### src/rtl/spi_sram_pkg.sv
// Shared definitions for the SPI SRAM blocks: bus widths, controller state
// encoding and the wrapping address increment.
package spi_sram_pkg;

    localparam int unsigned AddrW = 24;
    localparam int unsigned DataW = 8;

    // Controller states, kept as plain constants so older blocks can reuse them.
    typedef logic [2:0] state_t;
    localparam state_t StIdle    = 3'd0;
    localparam state_t StRdIssue = 3'd1;
    localparam state_t StRdData  = 3'd2;
    localparam state_t StPfIssue = 3'd3;
    localparam state_t StPfData  = 3'd4;
    localparam state_t StWrIssue = 3'd5;

    // Next byte address; wraps from the top of the 24-bit space back to zero.
    function automatic logic [AddrW-1:0] addr_next(input logic [AddrW-1:0] a);
        return a + 24'd1;
    endfunction

endpackage

### src/rtl/spi_sram_pfbuf.sv
// One-entry prefetch buffer: filled after a read miss, kept coherent by
// write-through updates, invalidated on a new miss, compared against the CPU address.
module spi_sram_pfbuf
    import spi_sram_pkg::*;
(
    input  logic             clk,
    input  logic             rst,
    input  logic             inv,
    input  logic             fill,
    input  logic [AddrW-1:0] fill_addr,
    input  logic [DataW-1:0] fill_data,
    input  logic             upd,
    input  logic [AddrW-1:0] upd_addr,
    input  logic [DataW-1:0] upd_data,
    input  logic [AddrW-1:0] cmp_addr,
    output logic             hit,
    output logic [DataW-1:0] rd_data
);

    logic             pf_valid;
    logic [AddrW-1:0] pf_addr;
    logic [DataW-1:0] pf_data;

    // Buffer contents; a fill overrides everything else.
    always_ff @(posedge clk) begin
        if (rst) begin
            pf_valid <= 1'b0;
            pf_addr  <= '0;
            pf_data  <= '0;
        end else if (fill) begin
            pf_valid <= 1'b1;
            pf_addr  <= fill_addr;
            pf_data  <= fill_data;
        end else if (inv) begin
            pf_valid <= 1'b0;
        end else if (upd && pf_valid && (pf_addr == upd_addr)) begin
            pf_data <= upd_data;
        end
    end

    assign hit     = pf_valid && (pf_addr == cmp_addr);
    assign rd_data = pf_data;

endmodule

### src/rtl/spi_sram_prefetch.sv
// CPU-side front end for an SPI SRAM master: single-byte reads and writes,
// with an optional one-byte prefetch of the next address after each read miss.
module spi_sram_prefetch
    import spi_sram_pkg::*;
#(
    parameter int unsigned PREFETCH = 1
) (
    input  logic             clk,
    input  logic             rst,
    input  logic             cpu_req,
    input  logic             cpu_we,
    input  logic [AddrW-1:0] cpu_addr,
    input  logic [DataW-1:0] cpu_wdata,
    output logic             cpu_ack,
    output logic [DataW-1:0] cpu_rdata,
    output logic [AddrW-1:0] mem_addr,
    output logic [DataW-1:0] mem_wdata,
    output logic             mem_en,
    output logic             mem_wr,
    output logic             mem_rburst,
    output logic             mem_wburst,
    input  logic             mem_rdy,
    input  logic [DataW-1:0] mem_rdata0,
    input  logic             mem_rdata_load
);

    localparam logic PfOn = (PREFETCH != 0);

    state_t           state_q, state_d;
    logic [AddrW-1:0] addr_q, addr_d;
    logic [DataW-1:0] wdata_q, wdata_d;
    logic             ack_q, ack_d;
    logic [DataW-1:0] rdata_q, rdata_d;

    logic [AddrW-1:0] addr_inc;
    logic             take;
    logic             buf_inv, buf_fill, buf_upd;
    logic             buf_hit;
    logic [DataW-1:0] buf_data;

    assign addr_inc = addr_next(addr_q);
    // A request still high during its own ack cycle must not be accepted twice.
    assign take     = cpu_req && !ack_q;

    spi_sram_pfbuf u_pfbuf (
        .clk       (clk),
        .rst       (rst),
        .inv       (buf_inv),
        .fill      (buf_fill),
        .fill_addr (addr_inc),
        .fill_data (mem_rdata0),
        .upd       (buf_upd),
        .upd_addr  (addr_q),
        .upd_data  (wdata_q),
        .cmp_addr  (cpu_addr),
        .hit       (buf_hit),
        .rd_data   (buf_data)
    );

    // Next-state, acknowledge and buffer control.
    always_comb begin
        state_d  = state_q;
        addr_d   = addr_q;
        wdata_d  = wdata_q;
        ack_d    = 1'b0;
        rdata_d  = rdata_q;
        buf_inv  = 1'b0;
        buf_fill = 1'b0;
        buf_upd  = 1'b0;
        case (state_q)
            StIdle: begin
                if (take) begin
                    if (cpu_we) begin
                        state_d = StWrIssue;
                        addr_d  = cpu_addr;
                        wdata_d = cpu_wdata;
                    end else if (buf_hit) begin
                        ack_d   = 1'b1;
                        rdata_d = buf_data;
                    end else begin
                        state_d = StRdIssue;
                        addr_d  = cpu_addr;
                        buf_inv = 1'b1;
                    end
                end
            end
            StRdIssue: begin
                if (mem_rdy) state_d = StRdData;
            end
            StRdData: begin
                if (mem_rdata_load) begin
                    rdata_d = mem_rdata0;
                    ack_d   = 1'b1;
                    state_d = PfOn ? StPfIssue : StIdle;
                end
            end
            StPfIssue: begin
                if (mem_rdy) state_d = StPfData;
            end
            StPfData: begin
                if (mem_rdata_load) begin
                    buf_fill = 1'b1;
                    state_d  = StIdle;
                end
            end
            StWrIssue: begin
                if (mem_rdy) begin
                    ack_d   = 1'b1;
                    buf_upd = 1'b1;
                    state_d = StIdle;
                end
            end
            default: state_d = StIdle;
        endcase
    end

    // Master request, decoded from state; address and data come from latched
    // copies so they hold steady while the master stalls.
    always_comb begin
        mem_en     = 1'b0;
        mem_wr     = 1'b0;
        mem_rburst = 1'b0;
        mem_addr   = '0;
        mem_wdata  = '0;
        case (state_q)
            StRdIssue: begin
                mem_en     = 1'b1;
                mem_rburst = PfOn;
                mem_addr   = addr_q;
            end
            StRdData: begin
                mem_en     = PfOn;
                mem_rburst = PfOn;
                mem_addr   = addr_inc;
            end
            StPfIssue: begin
                mem_en     = 1'b1;
                mem_rburst = 1'b1;
                mem_addr   = addr_inc;
            end
            StWrIssue: begin
                mem_en    = 1'b1;
                mem_wr    = 1'b1;
                mem_addr  = addr_q;
                mem_wdata = wdata_q;
            end
            default: ;
        endcase
    end

    // State and CPU-facing registers.
    always_ff @(posedge clk) begin
        if (rst) begin
            state_q <= StIdle;
            addr_q  <= '0;
            wdata_q <= '0;
            ack_q   <= 1'b0;
            rdata_q <= '0;
        end else begin
            state_q <= state_d;
            addr_q  <= addr_d;
            wdata_q <= wdata_d;
            ack_q   <= ack_d;
            rdata_q <= rdata_d;
        end
    end

    assign cpu_ack    = ack_q;
    assign cpu_rdata  = rdata_q;
    assign mem_wburst = 1'b0;

endmodule

### config.mk
export PLATFORM = sky130hd
export DESIGN_NAME = spi_sram_prefetch
export DESIGN_NICKNAME = d
export VERILOG_FILES = /design/src/rtl/spi_sram_pkg.sv /design/src/rtl/spi_sram_pfbuf.sv /design/src/rtl/spi_sram_prefetch.sv
export SDC_FILE = /design/constraint.sdc
export NUM_CORES = 1
export LEC_CHECK = 0
export CORE_MARGIN = 8
export CORE_UTILIZATION = 50
export DETAILED_ROUTE_END_ITERATION = 8
export DONT_BUFFER_PORTS = 1
export GPL_TIMING_DRIVEN = 0
export PLACE_DENSITY = 0.71
export SYNTH_ARGS = -nofsm -noshare
export SYNTH_HDL_FRONTEND = slang
export SYNTH_HIERARCHICAL = 1
export SYNTH_SLANG_ARGS = --single-unit
export TNS_END_PERCENT = 10
### constraint.sdc
create_clock -name clk -period 3.5 [get_ports clk]
set_clock_uncertainty 0.15 [all_clocks]
set_input_delay 0.7 -clock clk [delete_from_list [all_inputs] [get_ports clk]]
set_output_delay 0.7 -clock clk [all_outputs]
set_load 0.01 [all_outputs]
==> results.ini, run 1 <==
[synth]
syn-cell-area_um2=4846
ys.flop_type=dfxtp_1
ys_ff_latch=77
ys_async_sr_fraction=0
synth_common_cells=dfxtp_1, nand2_1, nor2_1
yosysMostFrequentCell=dfxtp_1
synthCells=587
yosysTopAreaCellShare=0.3181
synth.avg_cell_area_um2=8.255
synth_edf_count=0
synth.area.top_cells=dfxtp_1, xnor2_1, mux2i_1, nand2_1, xor2_1
ys_types=54
ys.warnings.count=6
synth_top_cell_by_area=dfxtp_1
ys_seq_area_frac=0.3181
syn_nets=634

[sta]
timing.fmax_mhz=297.2
finalCritPeriodShare=0.9615
final-hold-violation-count=0
setup_violations=0
whs_ns=0.3085
rsz0062_at_grt=no
relSlewSlack=0.4554
setup-tns-final_ns=0
worstMarginPinSlew_ns=0.8095
drv_slew=0
finalCriticalPeriod_ns=3.365

[worst_setup_path]
start_kind=flip-flop
worstPathArrival_ns=2.52
r2r_cells=11
critPathKind=reg -> out
r2r-start=u_pfbuf/pf_addr[14]
crit_required_ns=2.65
critPathCaptureType=primary output
r2r_slack_ns=0.16
r2r-end=u_pfbuf/rd_data[0]
crit_fanout=8

[clock_tree]
cts-root-buf=clkbuf_8
ctsLongestPathBuffers=2
clk_pin_slew_ns=0.10
cts_resized=0
postCtsSetupBuffers=0
htreeDepth=3
cts_hold_buf=0
numCtsBuffers=9
cts_tree=built
clock-sinks=77
clock_latency_ns=0.37

[pwr]
sw_frac_of_total=0.4305
combinationalPowerShare=0.417
power.internal_w=0.001825
seqPwrFrac=0.359
ir_drop_uv=248.9
powerDensity_nw_per_um2=611.9
total_leakage_power_nw=1.795
p_clk_frac=0.224
p_total_w=0.003204
p_switching_w=0.001379

[final_layout]
antenna_cells=0
synthToLayoutAreaGrowth_pct=8.056
finish.utilization=0.5458
nets=645
drive_gt1_frac=0.09287

[floorplan]
start_util=0.5051
num_rows=36
die_w_um=114.4
die_y_um=114.4
core_um2=9594
die_area_um2=13100
io-pin-count=91

[placed_design]
port_buffers=0
gp_congestion=0.9311
hpwlAfterDp_um=11360

[global_routing]
antenna_found_initial=0
overflow=0
grt_start_max_net_pins=16
track_usage=0.2262
grt_pass1_wl_um=23060
first_global_vias=4201

[route]
postRouteAntennaNets=0
drtIter0Drc=410
num_vias=4449
wirelength_um=14700
via_per_inst=6.045
wl_per_cell_um=19.97
drcViolationCount=0
firstDrtPassIters=5

[worst_hold_path]
hold_start=cpu_addr[4]
hp-class=in -> reg
whs_path_depth=2
min_delay_worst_endpoint=addr_q[4]

[job]
maxCapViolations=0

[run_status]
status=finished, final reports clean

layer usage:
metal  track usage  vias to the layer above  wire [um]  part of all wire
met5             0                        -          0                 0
met4       0.09139                        0        427             0.029
met3       0.06118                       39       1524              0.10
met2        0.3548                      212       6673              0.45
met1        0.2863                     2102       6071              0.41
li1              -                     2096          -                 -
worst max path at each step:
stage | start | to | slack, ns
detailed placement | cpu_addr[14] | cpu_rdata[6] | -0.1
global placement | cpu_addr[14] | cpu_rdata[7] | -0.07
finish | addr_q[1] | mem_addr[18] | 0.13
global route | addr_q[2] | mem_addr[21] | 0.005
floorplan | cpu_addr[14] | u_pfbuf/rd_data[3] | 0.51
CTS | addr_q[0] | mem_addr[18] | 0.03
sequential cells by signal, summed over array words and instances, names as in the netlist:
signal and cells:
u_pfbuf/rd_data 8, wdata_q 8, addr_q 24, state_q 3
u_pfbuf/pf_valid 1, cpu_ack 1, cpu_rdata 8, u_pfbuf/pf_addr 24
power groups by stage:
stage                     Clock, W  Combinational [W]  Sequential, W
final                     0.000718            0.00134        0.00115
after global routing      0.000767            0.00146        0.00117
after CTS                 0.000730            0.00131        0.00115
after detailed placement         0            0.00131        0.00117
after global placement           0            0.00129        0.00116
after floorplan                  0            0.00100        0.00113
cells in the final DEF (no fill, tap or decap), types with 7 or more instances in the layout:
cell type	Yosys	layout
nor3_1	10	9
a31oi_1	8	8
nor2_1	50	50
xor2_1	25	25
a311oi_1	8	8
a22o_1	8	8
a21oi_1	37	37
and3_1	14	14
clkbuf_1	33	33
xnor2_1	46	46
mux2i_1	40	40
o21ai_0	11	11
nand3_1	20	20
nor2b_1	13	13
nor4b_2	7	7
nand2_1	73	73
dfxtp_1	77	76
a211oi_1	9	9
nand4_1	15	15
nor4_1	13	13
clkbuf_8	4	13
kinds of logic (layout without fill, tap and decap cells):
family                   Yosys count  in the layout  share of synthesized area
AO/OA/AOI/OAI                    101            101                     0.1384
XOR/XNOR                          71             71                     0.1283
adder cells (fa/ha/maj)            1              1                   0.002582
buffers and inverters             56             72                    0.06274
flip-flops                        77             77                     0.3181
multiplexers                      40             40                    0.08262
other                              1              1                  0.0007739
AND/OR/NAND/NOR                  240            240                     0.2665
cell type report:
cell class | count | area (um2)
sequential | 77 | 1543
clock buffer | 9 | 123.9
clock inverter | 7 | 80.08
tap | 133 | 166.4
inverter | 4 | 15.01
buffer | 52 | 289.0
multi-input combinational | 454 | 3019
fill | 906 | 4358
stage by stage:
step | cells | area [um2] | setup slack (ns)
finish | 736 | 5236 | 0.1347
global placement | 720 | 5012 | -0.07449
global route | 736 | 5236 | 0.005123
CTS | 736 | 5216 | 0.02981
detailed placement | 720 | 5012 | -0.09749
floorplan | 587 | 4846 | 0.5060
critical path: stages (launching register included):
cell and delay [ns]:
dfxtp_1 0.45, ha_2 0.28, nand4_1 0.12, or4_1 0.41, buf_2 0.20, or4_1 0.47
o211ai_1 0.22
Note: power is estimated with default switching activity, not from simulation.
==> run 2, diff against run 1 <==
--- a/config.mk
+++ b/config.mk
@@ -10,6 +10,7 @@
 export DETAILED_ROUTE_END_ITERATION = 8
 export DONT_BUFFER_PORTS = 1
 export GPL_TIMING_DRIVEN = 0
+export MAX_ROUTING_LAYER = met4
 export PLACE_DENSITY = 0.71
 export SYNTH_ARGS = -nofsm -noshare
 export SYNTH_HDL_FRONTEND = slang
==> run 2 against run 1 <==
  * Worst hold slack barely moved
  * Die area did not move
  * Register-to-register slack improved by 0.05 ns
  * Routed wire length rose by 2.2%
  * Fmax fell by 1.0%
  * Final area barely moved
  * Non-clock buffer count did not move
  * Cell count did not move
  * First-iteration DRC count fell by 2.0%
  * Sequential cell count did not move
  * Total power barely moved
  * Critical endpoint unchanged
  * Largest cell class unchanged
  * Highest routed layer unchanged
==> results.ini, run 2 (same netlist as run 1, synthesis figures left out) <==
[run_status]
status=finished, final reports clean  ; unchanged

[global_routing]
first_global_vias=4109  ; was 4201
overflow=0  ; unchanged
track_usage=0.2334  ; was 0.2262
grt_start_max_net_pins=15  ; was 16
antenna_found_initial=0  ; unchanged
grt_pass1_wl_um=22780  ; was 23060 um

[floorplan]
num_rows=36  ; unchanged
io-pin-count=91  ; unchanged
start_util=0.5051  ; unchanged
die_w_um=114.4  ; unchanged
core_um2=9594  ; unchanged
die_y_um=114.4  ; unchanged
die_area_um2=13100  ; unchanged

[placed_design]
port_buffers=0  ; unchanged
hpwlAfterDp_um=11490  ; was 11360 um
gp_congestion=0.9413  ; was 0.9311
dpl_worst_slack_ns=-0.1314  ; was -0.09749 ns

[sta]
whs_ns=0.3088  ; was 0.3085 ns
finalCriticalPeriod_ns=3.399  ; was 3.365 ns
worstMarginPinSlew_ns=0.8447  ; was 0.8095 ns
setup_violations=0  ; unchanged
relSlewSlack=0.4369  ; was 0.4554
final-hold-violation-count=0  ; unchanged
finalCritPeriodShare=0.9712  ; was 0.9615
timing.fmax_mhz=294.2  ; was 297.2 MHz
drv_slew=0  ; unchanged
fin_ws_ns=0.1009  ; was 0.1347 ns

[clock_tree]
cts_hold_buf=0  ; unchanged
clock-sinks=77  ; unchanged
postCtsSetupBuffers=0  ; unchanged
clock_latency_ns=0.37  ; about the same
cts-root-buf=clkbuf_8  ; unchanged
htreeDepth=3  ; unchanged
numCtsBuffers=9  ; unchanged
cts_tree=built  ; unchanged
ctsLongestPathBuffers=2  ; unchanged
clk_pin_slew_ns=0.09  ; was 0.10 ns

[worst_setup_path]
critPathKind=reg -> out  ; unchanged
r2r_slack_ns=0.21  ; was 0.16 ns
critPathCaptureType=primary output  ; unchanged
crit_required_ns=2.65  ; about the same
crit_fanout=8  ; unchanged
start_kind=flip-flop  ; unchanged
worstPathArrival_ns=2.55  ; was 2.52 ns

[route]
via_per_inst=5.999  ; was 6.045
drtIter0Drc=402  ; was 410
firstDrtPassIters=5  ; unchanged
drcViolationCount=0  ; unchanged
wirelength_um=15020  ; was 14700 um
postRouteAntennaNets=0  ; unchanged
wl_per_cell_um=20.40  ; was 19.97 um
num_vias=4415  ; was 4449

[final_layout]
drive_gt1_frac=0.09453  ; was 0.09287
final_cell_mix=dfxtp_1, nand2_1, nor2_1  ; unchanged
nets=645  ; unchanged
antenna_cells=0  ; unchanged
reg_top3=addr_q (24), u_pfbuf/pf_addr (24)  ; unchanged
synthToLayoutAreaGrowth_pct=8.133  ; was 8.056%
final_common_cell=dfxtp_1  ; unchanged

[worst_hold_path]
hp-class=in -> reg  ; unchanged

[job]
maxCapViolations=0  ; unchanged

[pwr]
ir_drop_uv=329.2  ; was 248.9 uV
powerDensity_nw_per_um2=611.5  ; was 611.9 nW/um2
total_leakage_power_nw=1.787  ; was 1.795 nW

run 2: metal layers:
metal / vias up / wire length [um] / track usage
li1: 2092 / - / -
met1: 2071 / 6119 / 0.2843
met2: 221 / 6864 / 0.3532
met3: 31 / 1597 / 0.07068
met4: 0 / 435 / 0.09228
met5: - / 0 / -
run 2: timing repair:
item,CTS,global route
cloned,0,0
setup endpoints to repair,1,9
gates resized for setup,1,5
run 2: worst max-delay path, cell delays in order (launching register included):
cell             delay (ns)
dfxtp_1                0.35
clkdlybuf4s15_2        0.31
nand3_2                0.11
or4_1                  0.53
buf_2                  0.20
or4_1                  0.49
o211ai_1               0.21
run 2: power breakdown:
part           total (W)  switching, W  internal, W
registers        0.00115      0.000146      0.00100
clock network   0.000703      0.000367     0.000336
logic            0.00135      0.000870     0.000481
run 2: worst paths after layout:
path | from | end | depth (start not counted)
worst max-delay path | addr_q[15] | mem_addr[18] | 6
worst min-delay path | cpu_addr[21] | addr_q[21] | 2
worst max register to register | u_pfbuf/pf_addr[14] | u_pfbuf/rd_data[7] | 11
worst min register to register | addr_q[0] | addr_q[0] | 2
run 2: layout make-up:
| class | instances | area [um2] |
|---|---|---|
| Buffer | 52 | 289.0 |
| Clock buffer | 10 | 127.6 |
| Clock inverter | 6 | 71.32 |
| Fill cell | 914 | 4354 |
| Inverter | 4 | 15.01 |
| Multi-Input combinational cell | 454 | 3028 |
| Sequential cell | 77 | 1543 |
| Tap cell | 133 | 166.4 |
run 2: through the flow:
stage                     cell area, um2  utilization   TNS [ns]  total power [W]  instances
after floorplan                     4846            -          0         0.002135        587
after global placement              5012       0.5224    -0.4005         0.002444        720
final                               5240       0.5462          0         0.003204        736
after detailed placement            5012       0.5224    -0.5034         0.002480        720
after global routing                5240       0.5462  -0.002729         0.003388        736
after CTS                           5213       0.5433          0         0.003173        736
==> run 3, diff against run 2 <==
==> constraint.sdc (replaced) <==
create_clock -name clk -period 4.2 [get_ports clk]
set_clock_uncertainty 0.15 [all_clocks]
set_input_delay 0.84 -clock clk [delete_from_list [all_inputs] [get_ports clk]]
set_output_delay 0.84 -clock clk [all_outputs]
set_load 0.01 [all_outputs]
==> run 3 against run 2 <==
  * Worst setup slack improved by 0.43 ns
  * Routed wire length fell by 0.25%
  * Largest power group unchanged
  * Sequential cell count did not move
  * First-iteration DRC count rose by 24%
  * Count of clock-buffer cells in the layout did not move
  * Cell count did not move
  * Sequential power fell by 17%
  * Register-to-register slack improved by 0.65 ns
  * Clock power fell by 17%
  * Critical endpoint is now mem_addr[15]
  * Total power fell by 17%
==> results.ini, run 3 (same netlist as run 1, synthesis figures left out) <==
[global_routing]
track_usage=0.2328  ; was 0.2334
grt_start_max_net_pins=15  ; unchanged
first_global_vias=4105  ; was 4109
grt_pass1_wl_um=22740  ; was 22780 um
antenna_found_initial=0  ; unchanged
overflow=0  ; unchanged

[clock_tree]
clock-sinks=77  ; unchanged
postCtsSetupBuffers=0  ; unchanged
cts_hold_buf=0  ; unchanged
clock_latency_ns=0.36  ; was 0.37 ns
cts_tree=built  ; unchanged
cts-root-buf=clkbuf_8  ; unchanged
htreeDepth=3  ; unchanged
clk_pin_slew_ns=0.08  ; was 0.09 ns
cts_resized=0  ; was 1
numCtsBuffers=9  ; unchanged
ctsLongestPathBuffers=2  ; unchanged

[final_layout]
synthToLayoutAreaGrowth_pct=7.539  ; was 8.133%
multi_input_area_um2=3000  ; was 3028 um2
filler_cell_count=912  ; was 914
drive_gt1_frac=0.08624  ; was 0.09453
ff_latch_area_um2=1541  ; was 1543 um2
final_cell_mix=dfxtp_1, nand2_1, nor2_1  ; unchanged
antenna_cells=0  ; unchanged
final_common_cell=dfxtp_1  ; unchanged
nets=645  ; unchanged
reg_top3=addr_q (24), u_pfbuf/pf_addr (24)  ; unchanged

[route]
drtIter0Drc=497  ; was 402
firstDrtPassIters=5  ; unchanged
wirelength_um=14980  ; was 15020 um
via_per_inst=6.053  ; was 5.999
postRouteAntennaNets=0  ; unchanged
wl_per_cell_um=20.35  ; was 20.40 um
drcViolationCount=0  ; unchanged
num_vias=4455  ; was 4415

[sta]
whs_ns=0.4039  ; was 0.3088 ns
rsz0062_at_grt=no
finalCritPeriodShare=0.8724
setup-tns-final_ns=0  ; unchanged
setup_violations=0  ; unchanged
timing.fmax_mhz=272.9
final-hold-violation-count=0  ; unchanged
relSlewSlack=0.3858  ; was 0.4369
worstMarginPinSlew_ns=0.9128  ; was 0.8447 ns
finalCriticalPeriod_ns=3.664
drv_slew=0  ; unchanged

[pwr]
total_leakage_power_nw=1.788  ; was 1.787 nW
ir_drop_uv=281.5  ; was 329.2 uV
powerDensity_nw_per_um2=510.8  ; was 611.5 nW/um2

[worst_setup_path]
crit_fanout=8  ; unchanged
critPathKind=reg -> out  ; unchanged
crit_required_ns=3.21  ; was 2.65 ns
start_kind=flip-flop  ; unchanged
worstPathArrival_ns=2.67  ; was 2.55 ns
critPathCaptureType=primary output  ; unchanged

[floorplan]
die_w_um=114.4  ; unchanged
start_util=0.5051  ; unchanged
io-pin-count=91  ; unchanged
core_um2=9594  ; unchanged
die_y_um=114.4  ; unchanged
die_area_um2=13100  ; unchanged
num_rows=36  ; unchanged

[worst_hold_path]
hp-class=reg -> reg  ; was in -> reg

[job]
maxCapViolations=0  ; unchanged

[placed_design]
hpwlAfterDp_um=11490  ; unchanged
gp_congestion=0.9413  ; unchanged
port_buffers=0  ; unchanged

[run_status]
status=finished, final reports clean  ; unchanged

run 3: cell counts in the layout (fill, tap and decap cells not counted):
No cell type changed its count.
run 3: per-layer routing:
layer	GRT usage	up-vias	wire length, um
li1	-	2094	-
met1	0.2836	2088	6157
met2	0.3520	233	6830
met3	0.07068	40	1544
met4	0.09228	0	446
met5	-	-	0
run 3: cell type report:
cell class / count / area share
multi-input combinational: 454 / 0.5758
inverter: 4 / 0.002881
tap: 133 / 0.03193
clock inverter: 6 / 0.01369
buffer: 52 / 0.05546
sequential: 77 / 0.2958
clock buffer: 10 / 0.02449
run 3: worst paths after layout:
path	slack (ns)	from	cells after the start	end
worst min register to register	0.40	wdata_q[4]	2	wdata_q[4]
worst max-delay path	0.54	addr_q[0]	4	mem_addr[15]
worst min-delay path	0.40	wdata_q[4]	2	wdata_q[4]
worst max register to register	0.86	u_pfbuf/pf_addr[14]	9	cpu_rdata[7]
run 3: through the flow:
stage | cell area [um2] | instances | power, W | utilization | worst slack, ns
2_1_floorplan | 4846 | 587 | 0.001779 | - | 1.066
3_3_place_gp | 5012 | 720 | 0.002037 | 0.5224 | 0.4835
3_5_place_dp | 5012 | 720 | 0.002067 | 0.5224 | 0.4286
4_1_cts | 5211 | 736 | 0.002644 | 0.5432 | 0.5428
5_1_grt | 5211 | 736 | 0.002814 | 0.5432 | 0.4279
6_report | 5211 | 736 | 0.002662 | 0.5432 | 0.5357
run 3: where the power goes:
group / internal [W] / total (W) / switching, W
combinational: 0.000398 / 0.00112 / 0.000722
clock: 0.000280 / 0.000585 / 0.000305
sequential: 0.000836 / 0.000957 / 0.000120
run 3: critical path, stage by stage, from the launching register on:
cell,delay [ns]
dfxtp_1,0.53
nand3_1,0.36
nor4_1,0.85
nor2b_1,0.31
a221o_1,0.26
